**src/rtl/scope_frame_packetizer_if.sv**
```systemverilog
// Minimal AXI-Stream bundle used for the sample input and the framed scope output.
// The slave view leaves tlast out because the sample side never uses it.
interface axi_stream #(
    parameter int DATA_WIDTH = 32
);
    logic [DATA_WIDTH-1:0] data;
    logic                  valid;
    logic                  ready;
    logic                  tlast;

    modport master (output data, output valid, output tlast, input ready);
    modport slave  (input data, input valid, output ready);
endinterface

```
**src/rtl/scope_frame_packetizer.sv**
```systemverilog
// Buffers scope samples in a FIFO and emits them as fixed-length frames with tlast,
// then waits for the DMA completion pulse before accepting a new frame request.
// Handshake rule for both streams: a beat transfers on a rising edge where valid and
// ready are both 1; once valid is raised, data/tlast/valid hold until that transfer.
module scope_frame_packetizer #(
    parameter int DATA_WIDTH   = 32,
    parameter int FIFO_DEPTH   = 16,
    parameter int LENGTH_WIDTH = 16
) (
    input  logic                    clock,
    input  logic                    reset,
    axi_stream.slave                data_in,
    axi_stream.master               scope_out,
    input  logic                    enable,
    input  logic [LENGTH_WIDTH-1:0] frame_length,
    input  logic                    dma_done,
    output logic                    busy,
    output logic                    overflow,
    output logic [1:0]              state_debug
);
    localparam int AW = $clog2(FIFO_DEPTH);
    localparam int CW = AW + 1;

    typedef enum logic [1:0] {IDLE = 2'd0, STREAM = 2'd1, WAIT_DONE = 2'd2} state_t;

    state_t state, state_next;

    logic [DATA_WIDTH-1:0]   mem [FIFO_DEPTH];
    logic [AW-1:0]           wr_ptr, rd_ptr;
    logic [CW-1:0]           count, count_next, readable;
    logic                    in_ready, wr_last, wr_en, rd_en;

    logic [DATA_WIDTH-1:0]   out_data;
    logic                    out_valid, out_last, handshake, load;
    logic [LENGTH_WIDTH-1:0] len_q, beat_cnt, loaded_cnt;

    // A freshly written word becomes readable one cycle later, giving a two-edge
    // path from input acceptance to a valid output beat.
    assign readable   = count - CW'(wr_last);
    assign wr_en      = data_in.valid & in_ready;
    assign load       = (state == STREAM) && (!out_valid || scope_out.ready) &&
                        (readable != '0) && (loaded_cnt < len_q);
    assign rd_en      = load;
    assign count_next = count + CW'(wr_en) - CW'(rd_en);
    assign handshake  = out_valid & scope_out.ready;

    assign data_in.ready   = in_ready;
    assign scope_out.data  = out_data;
    assign scope_out.valid = out_valid;
    assign scope_out.tlast = out_last;
    assign busy            = (state != IDLE);
    assign state_debug     = state;

    always_ff @(posedge clock) begin
        if (wr_en) mem[wr_ptr] <= data_in.data;
    end

    // ready is registered so it stays low throughout reset and rises on the first edge after.
    always_ff @(posedge clock or negedge reset) begin
        if (!reset) begin
            wr_ptr   <= '0;
            rd_ptr   <= '0;
            count    <= '0;
            in_ready <= 1'b0;
            wr_last  <= 1'b0;
            overflow <= 1'b0;
        end else begin
            if (wr_en) wr_ptr <= wr_ptr + AW'(1);
            if (rd_en) rd_ptr <= rd_ptr + AW'(1);
            count    <= count_next;
            in_ready <= (count_next != CW'(FIFO_DEPTH));
            wr_last  <= wr_en;
            if (data_in.valid && !in_ready) overflow <= 1'b1;
        end
    end

    always_ff @(posedge clock or negedge reset) begin
        if (!reset) begin
            out_data   <= '0;
            out_valid  <= 1'b0;
            out_last   <= 1'b0;
            len_q      <= '0;
            beat_cnt   <= '0;
            loaded_cnt <= '0;
        end else begin
            if (state == IDLE && state_next == STREAM) begin
                len_q      <= frame_length;
                beat_cnt   <= '0;
                loaded_cnt <= '0;
            end else if (handshake) begin
                beat_cnt <= beat_cnt + LENGTH_WIDTH'(1);
            end
            if (load) begin
                out_data   <= mem[rd_ptr];
                out_valid  <= 1'b1;
                out_last   <= (loaded_cnt == len_q - LENGTH_WIDTH'(1));
                loaded_cnt <= loaded_cnt + LENGTH_WIDTH'(1);
            end else if (handshake) begin
                out_valid <= 1'b0;
                out_last  <= 1'b0;
            end
        end
    end

    always_ff @(posedge clock or negedge reset) begin
        if (!reset) state <= IDLE;
        else        state <= state_next;
    end

    always_comb begin
        state_next = state;
        case (state)
            IDLE:      if (enable && frame_length != '0) state_next = STREAM;
            STREAM:    if (handshake && beat_cnt == len_q - LENGTH_WIDTH'(1)) state_next = WAIT_DONE;
            WAIT_DONE: if (dma_done) state_next = IDLE;
            default:   state_next = IDLE;
        endcase
    end
endmodule
```
**src/flat_wrapper.sv**
```systemverilog
// flat-port wrapper written by rule: the top's interface ports become plain ports
module scope_frame_packetizer_flat 
#(
    parameter int DATA_WIDTH   = 32,
    parameter int FIFO_DEPTH   = 16,
    parameter int LENGTH_WIDTH = 16
)
  (clock, reset, enable, frame_length, dma_done, busy, overflow, state_debug, data_in_data, data_in_valid, data_in_ready, scope_out_data, scope_out_valid, scope_out_tlast, scope_out_ready);
  axi_stream #(.DATA_WIDTH(DATA_WIDTH)) data_in_i ();
  axi_stream #(.DATA_WIDTH(DATA_WIDTH)) scope_out_i ();
  input  logic clock;
  input  logic reset;
  input  logic enable;
  input  logic [LENGTH_WIDTH-1:0] frame_length;
  input  logic dma_done;
  output logic busy;
  output logic overflow;
  output logic [1:0] state_debug;
  input wire logic [$bits(data_in_i.data)-1:0] data_in_data;
  input wire logic [$bits(data_in_i.valid)-1:0] data_in_valid;
  output wire logic [$bits(data_in_i.ready)-1:0] data_in_ready;
  output wire logic [$bits(scope_out_i.data)-1:0] scope_out_data;
  output wire logic [$bits(scope_out_i.valid)-1:0] scope_out_valid;
  output wire logic [$bits(scope_out_i.tlast)-1:0] scope_out_tlast;
  input wire logic [$bits(scope_out_i.ready)-1:0] scope_out_ready;
  assign data_in_i.data = data_in_data;
  assign data_in_i.valid = data_in_valid;
  assign data_in_ready = data_in_i.ready;
  assign scope_out_data = scope_out_i.data;
  assign scope_out_valid = scope_out_i.valid;
  assign scope_out_tlast = scope_out_i.tlast;
  assign scope_out_i.ready = scope_out_ready;
  scope_frame_packetizer #(.DATA_WIDTH(DATA_WIDTH), .FIFO_DEPTH(FIFO_DEPTH), .LENGTH_WIDTH(LENGTH_WIDTH)) u_core (.clock(clock), .reset(reset), .data_in(data_in_i), .scope_out(scope_out_i), .enable(enable), .frame_length(frame_length), .dma_done(dma_done), .busy(busy), .overflow(overflow), .state_debug(state_debug));
endmodule
```
**config.mk**
```make
export PLATFORM = sky130hd
export DESIGN_NAME = scope_frame_packetizer_flat
export DESIGN_NICKNAME = d
export VERILOG_FILES = /design/src/rtl/scope_frame_packetizer_if.sv /design/src/rtl/scope_frame_packetizer.sv /design/src/flat_wrapper.sv
export SDC_FILE = /design/constraint.sdc
export NUM_CORES = 1
export LEC_CHECK = 0
export ABC_CLOCK_PERIOD_IN_PS = 4400
export BUFFER_PORTS_ARGS = -buffer_cell sky130_fd_sc_hd__buf_2
export CORE_MARGIN = 4
export CORE_UTILIZATION = 60
export CTS_BUF_LIST = sky130_fd_sc_hd__clkbuf_8
export CTS_CLUSTER_SIZE = 40
export DETAILED_ROUTE_END_ITERATION = 10
export GPL_TIMING_DRIVEN = 0
export HOLD_SLACK_MARGIN = 0.02
export PLACE_DENSITY = 0.78
export SLEW_MARGIN = 20
export SYNTH_ARGS = -nofsm -noshare
export SYNTH_HDL_FRONTEND = slang
export SYNTH_SLANG_ARGS = --single-unit
```
**constraint.sdc**
```tcl
create_clock -name clock -period 4.4 [get_ports clock]
set_input_delay 0.66 -clock clock [delete_from_list [all_inputs] [get_ports clock]]
set_output_delay 0.66 -clock clock [all_outputs]
set_load 0.01 [all_outputs]
```
==> impl_metrics.csv <==
group,metric,value,unit
outcome,status,"finished, final reports clean",
clock_network,worstSkewPairLatency,670,ps
floorplan,io_pins,93,
power,power,18.2,mW
synth,synth_seq_cells,612,
floorplan,rows,74,
worst_setup_path,max_stage_delay,430,ps
worst_setup_path,cp_cell_sequence,"buf_4 > inv_1 > ha_1 > a21o_1 > a21o_1 > a2111oi_2 > o211a_2 > nand2_4 > inv_4 > buf_6 > ha_1 > inv_1 > ha_1 > inv_1 > fa_1 > nor2_1 > nor2_1 > nor2_1 > nor2_1 > xnor2_1 > nand2_1",
global_routing,grt_pass1_wl,87.8,mm
worst_setup_path,worst_setup_path_end_kind,"flip-flop",
sta,finalSetupViolations,0,
sta,fin_crit,4050,ps
final_layout,final_net_count,1648,
floorplan,start_util,0.613,
hold_path,hold_path_class,"input pin to flip-flop",
final_layout,layout_common_cells,"512 x edfxtp_1, 160 x mux4_2, 110 x buf_2",
placed_design,gp_congestion,0.863,
worst_setup_path,crit_buf_inv,6,
placed_design,place_inst,1993,
worst_setup_path,cpLargestDelayFamily,"adder cells",
floorplan,fp.dieH,213,um
placed_design,io_buffers,92,
global_routing,grt_overflow,0,
clock_network,clock_sinks,612,
global_routing,grt_max_degree,74,
final_layout,drive_above_1_share,0.315,
job,drv_cap,0,
synth,async_flop_share,0.163,
synth,synth.yosys.warnings,0,
global_routing,track_usage,0.264,
routing,drtPass1Iterations,5,
worst_setup_path,cpMaxStageDelayCell,"a2111oi_2",
sta,rsz0062_at_grt,"false",
power,power_density,630,nW/um2
routing,drt_wl_total,58.5,mm
worst_setup_path,cp_num_cells,21,
routing,drc,0,
sta,slew_violations,0,
synth,syn-instance-count,1334,
worst_setup_path,startpoint_type,"flip-flop",
floorplan,core,41200,um2
worst_setup_path,r2r_cells,21,
sta,timing.setup.tns,0,ps
sta,finalHoldViolations,0,
sta,holdWs,187,ps
worst_setup_path,r2r-end,"u_core.data_in.ready",
power,peakVddDrop,0.461,mV
placed_design,dp_hpwl,38.8,mm
worst_setup_path,setup.worst_path.end,"u_core.data_in.ready",
sta,tightest_slew,1090,ps
worst_setup_path,crit_path_frequent_cell,"nor2_1",
worst_setup_path,worstPathMaxFanout,10,
worst_setup_path,cp.required,4940,ps
floorplan,die_x,213,um
routing,wl_per_cell,26.9,um
sta,finClkSkew,38.1,ps
final_layout,final_common_cell,"edfxtp_1",
routing,vias,13876,
sta,max_slew_margin,0.272,
synth,syn_avg_cell_area,18.9,um2
synth,ys_seq_area_frac,0.708,
synth,synth_cell_type_count,76,
routing,drt_iter0_markers,1602,
synth,synth-edff-count,512,
final_layout,final_cells,2173,
floorplan,dieArea,45500,um2
synth,dominantRegCellSynth,"edfxtp_1",
power,leakage,10.1,nW
final_layout,syn2layout_area_growth,14.5,%
worst_setup_path,r2r-start,"u_core.len_q[13]",
routing,viasPerCell,6.39,
clock_network,cts_max_level,3,
global_routing,antenna_found_initial,3,
synth,netlist_area,25300,um2
clock_network,path_clk_slew,60,ps
worst_setup_path,crit_type,"flip-flop to flip-flop",
clock_network,cts_tree,"yes",
worst_setup_path,worstPathArrival,4590,ps
final_layout,utilization,0.702,
clock_network,max-clock-path-buffers,3,
clock_network,cts-root-buf,"clkbuf_8",
clock_network,cts_buffers,95,
routing,postRouteAntennaNets,0,
synth,syn_nets,1422,
global_routing,grt_pass1_vias,14184,
worst_setup_path,r2r_slack,350,ps
worst_setup_path,critPathLaunch,"u_core.len_q[13]",
sta,max_freq,247,MHz
sta,min_period_over_period,0.921,
logic make-up after synthesis:
logic type | after synthesis | synth area share
flip-flops | 612 | 0.708
AND/OR/NAND/NOR | 217 | 0.0464
multiplexers | 197 | 0.159
buffers and inverters | 113 | 0.0210
AO/OA/AOI/OAI | 107 | 0.0303
XOR/XNOR | 54 | 0.0187
adder cells (fa/ha/maj) | 34 | 0.0171
per-stage QoR:
step           setup WS (ps)  area [um2]
3_3_place_gp           -2340       26400
3_5_place_dp           -18.5       27100
2_1_floorplan            497       25300
6_report                 349       28900
4_1_cts                 65.0       28900
5_1_grt                 58.1       28900
power by group:
group          total, mW  internal [mW]  switching [mW]
clock network       4.51           2.37            2.14
registers           7.55           7.13           0.421
logic               6.19           2.89            3.30
cell type report:
class | instances | area (um2)
Antenna cell | 3 | 7.51
Timing Repair Buffer | 129 | 1060
Clock buffer | 102 | 1400
Fill cell | 2436 | 12300
Multi-Input combinational cell | 609 | 6970
Inverter | 47 | 179
Clock inverter | 73 | 402
Sequential cell | 612 | 17900
Tap cell | 532 | 666
Buffer | 66 | 364
flip-flops by register name, indices dropped and copies added, names as in the netlist:
| signal | flops |
|---|---|
| u_core.scope_out.valid | 1 |
| u_core.rd_ptr | 4 |
| u_core.count | 5 |
| u_core.scope_out.tlast | 1 |
| u_core.state_debug | 2 |
| u_core.wr_last | 1 |
| u_core.mem | 512 |
| u_core.data_in.ready | 1 |
| u_core.wr_ptr | 4 |
| u_core.loaded_cnt | 16 |
| u_core.scope_out.data | 32 |
| u_core.len_q | 16 |
| u_core.beat_cnt | 16 |
| u_core.overflow | 1 |
cell usage after synthesis, types with 11 or more instances:
cell type / number / share of area
dfrtp_1: 100 / 0.099
mux2_2: 33 / 0.015
nand3_1: 25 / 0.0050
nand4_1: 16 / 0.0040
nor4_1: 12 / 0.0030
nand2_1: 50 / 0.0074
xor2_1: 20 / 0.0069
o21ai_0: 31 / 0.0061
xnor2_1: 34 / 0.012
edfxtp_1: 512 / 0.61
nor3_1: 22 / 0.0044
inv_1: 46 / 0.0068
buf_2: 18 / 0.0036
clkbuf_1: 31 / 0.0046
a21oi_1: 11 / 0.0022
o211ai_1: 13 / 0.0039
nor2_1: 43 / 0.0064
ha_1: 33 / 0.016
mux4_2: 160 / 0.14
how the worst min path moves through the flow:
stage	startpoint	slack [ps]	end	cells after the start
floorplan	reset	360	u_core.beat_cnt[0]	0
global placement	u_core.overflow	430	u_core.overflow	1
detailed placement	u_core.overflow	450	u_core.overflow	1
CTS	dma_done	150	u_core.state_debug[1]	2
global route	dma_done	150	u_core.state_debug[1]	2
finish	dma_done	190	u_core.state_debug[1]	2
per-layer routing:
layer,GRT usage,part of all wire
met4,0.0817,0.025
met1,0.363,0.38
met2,0.436,0.51
met5,0,0.00022
met3,0.0551,0.082
timing repair:
item,4_1_cts,5_1_grt
pin swaps,1,0
setup endpoints to repair,1,2
resized for setup,1,8
hold endpoints to repair,27,0
hold buffers,1,0
setup buffers,1,0
Power figures use the tool's default switching activity.
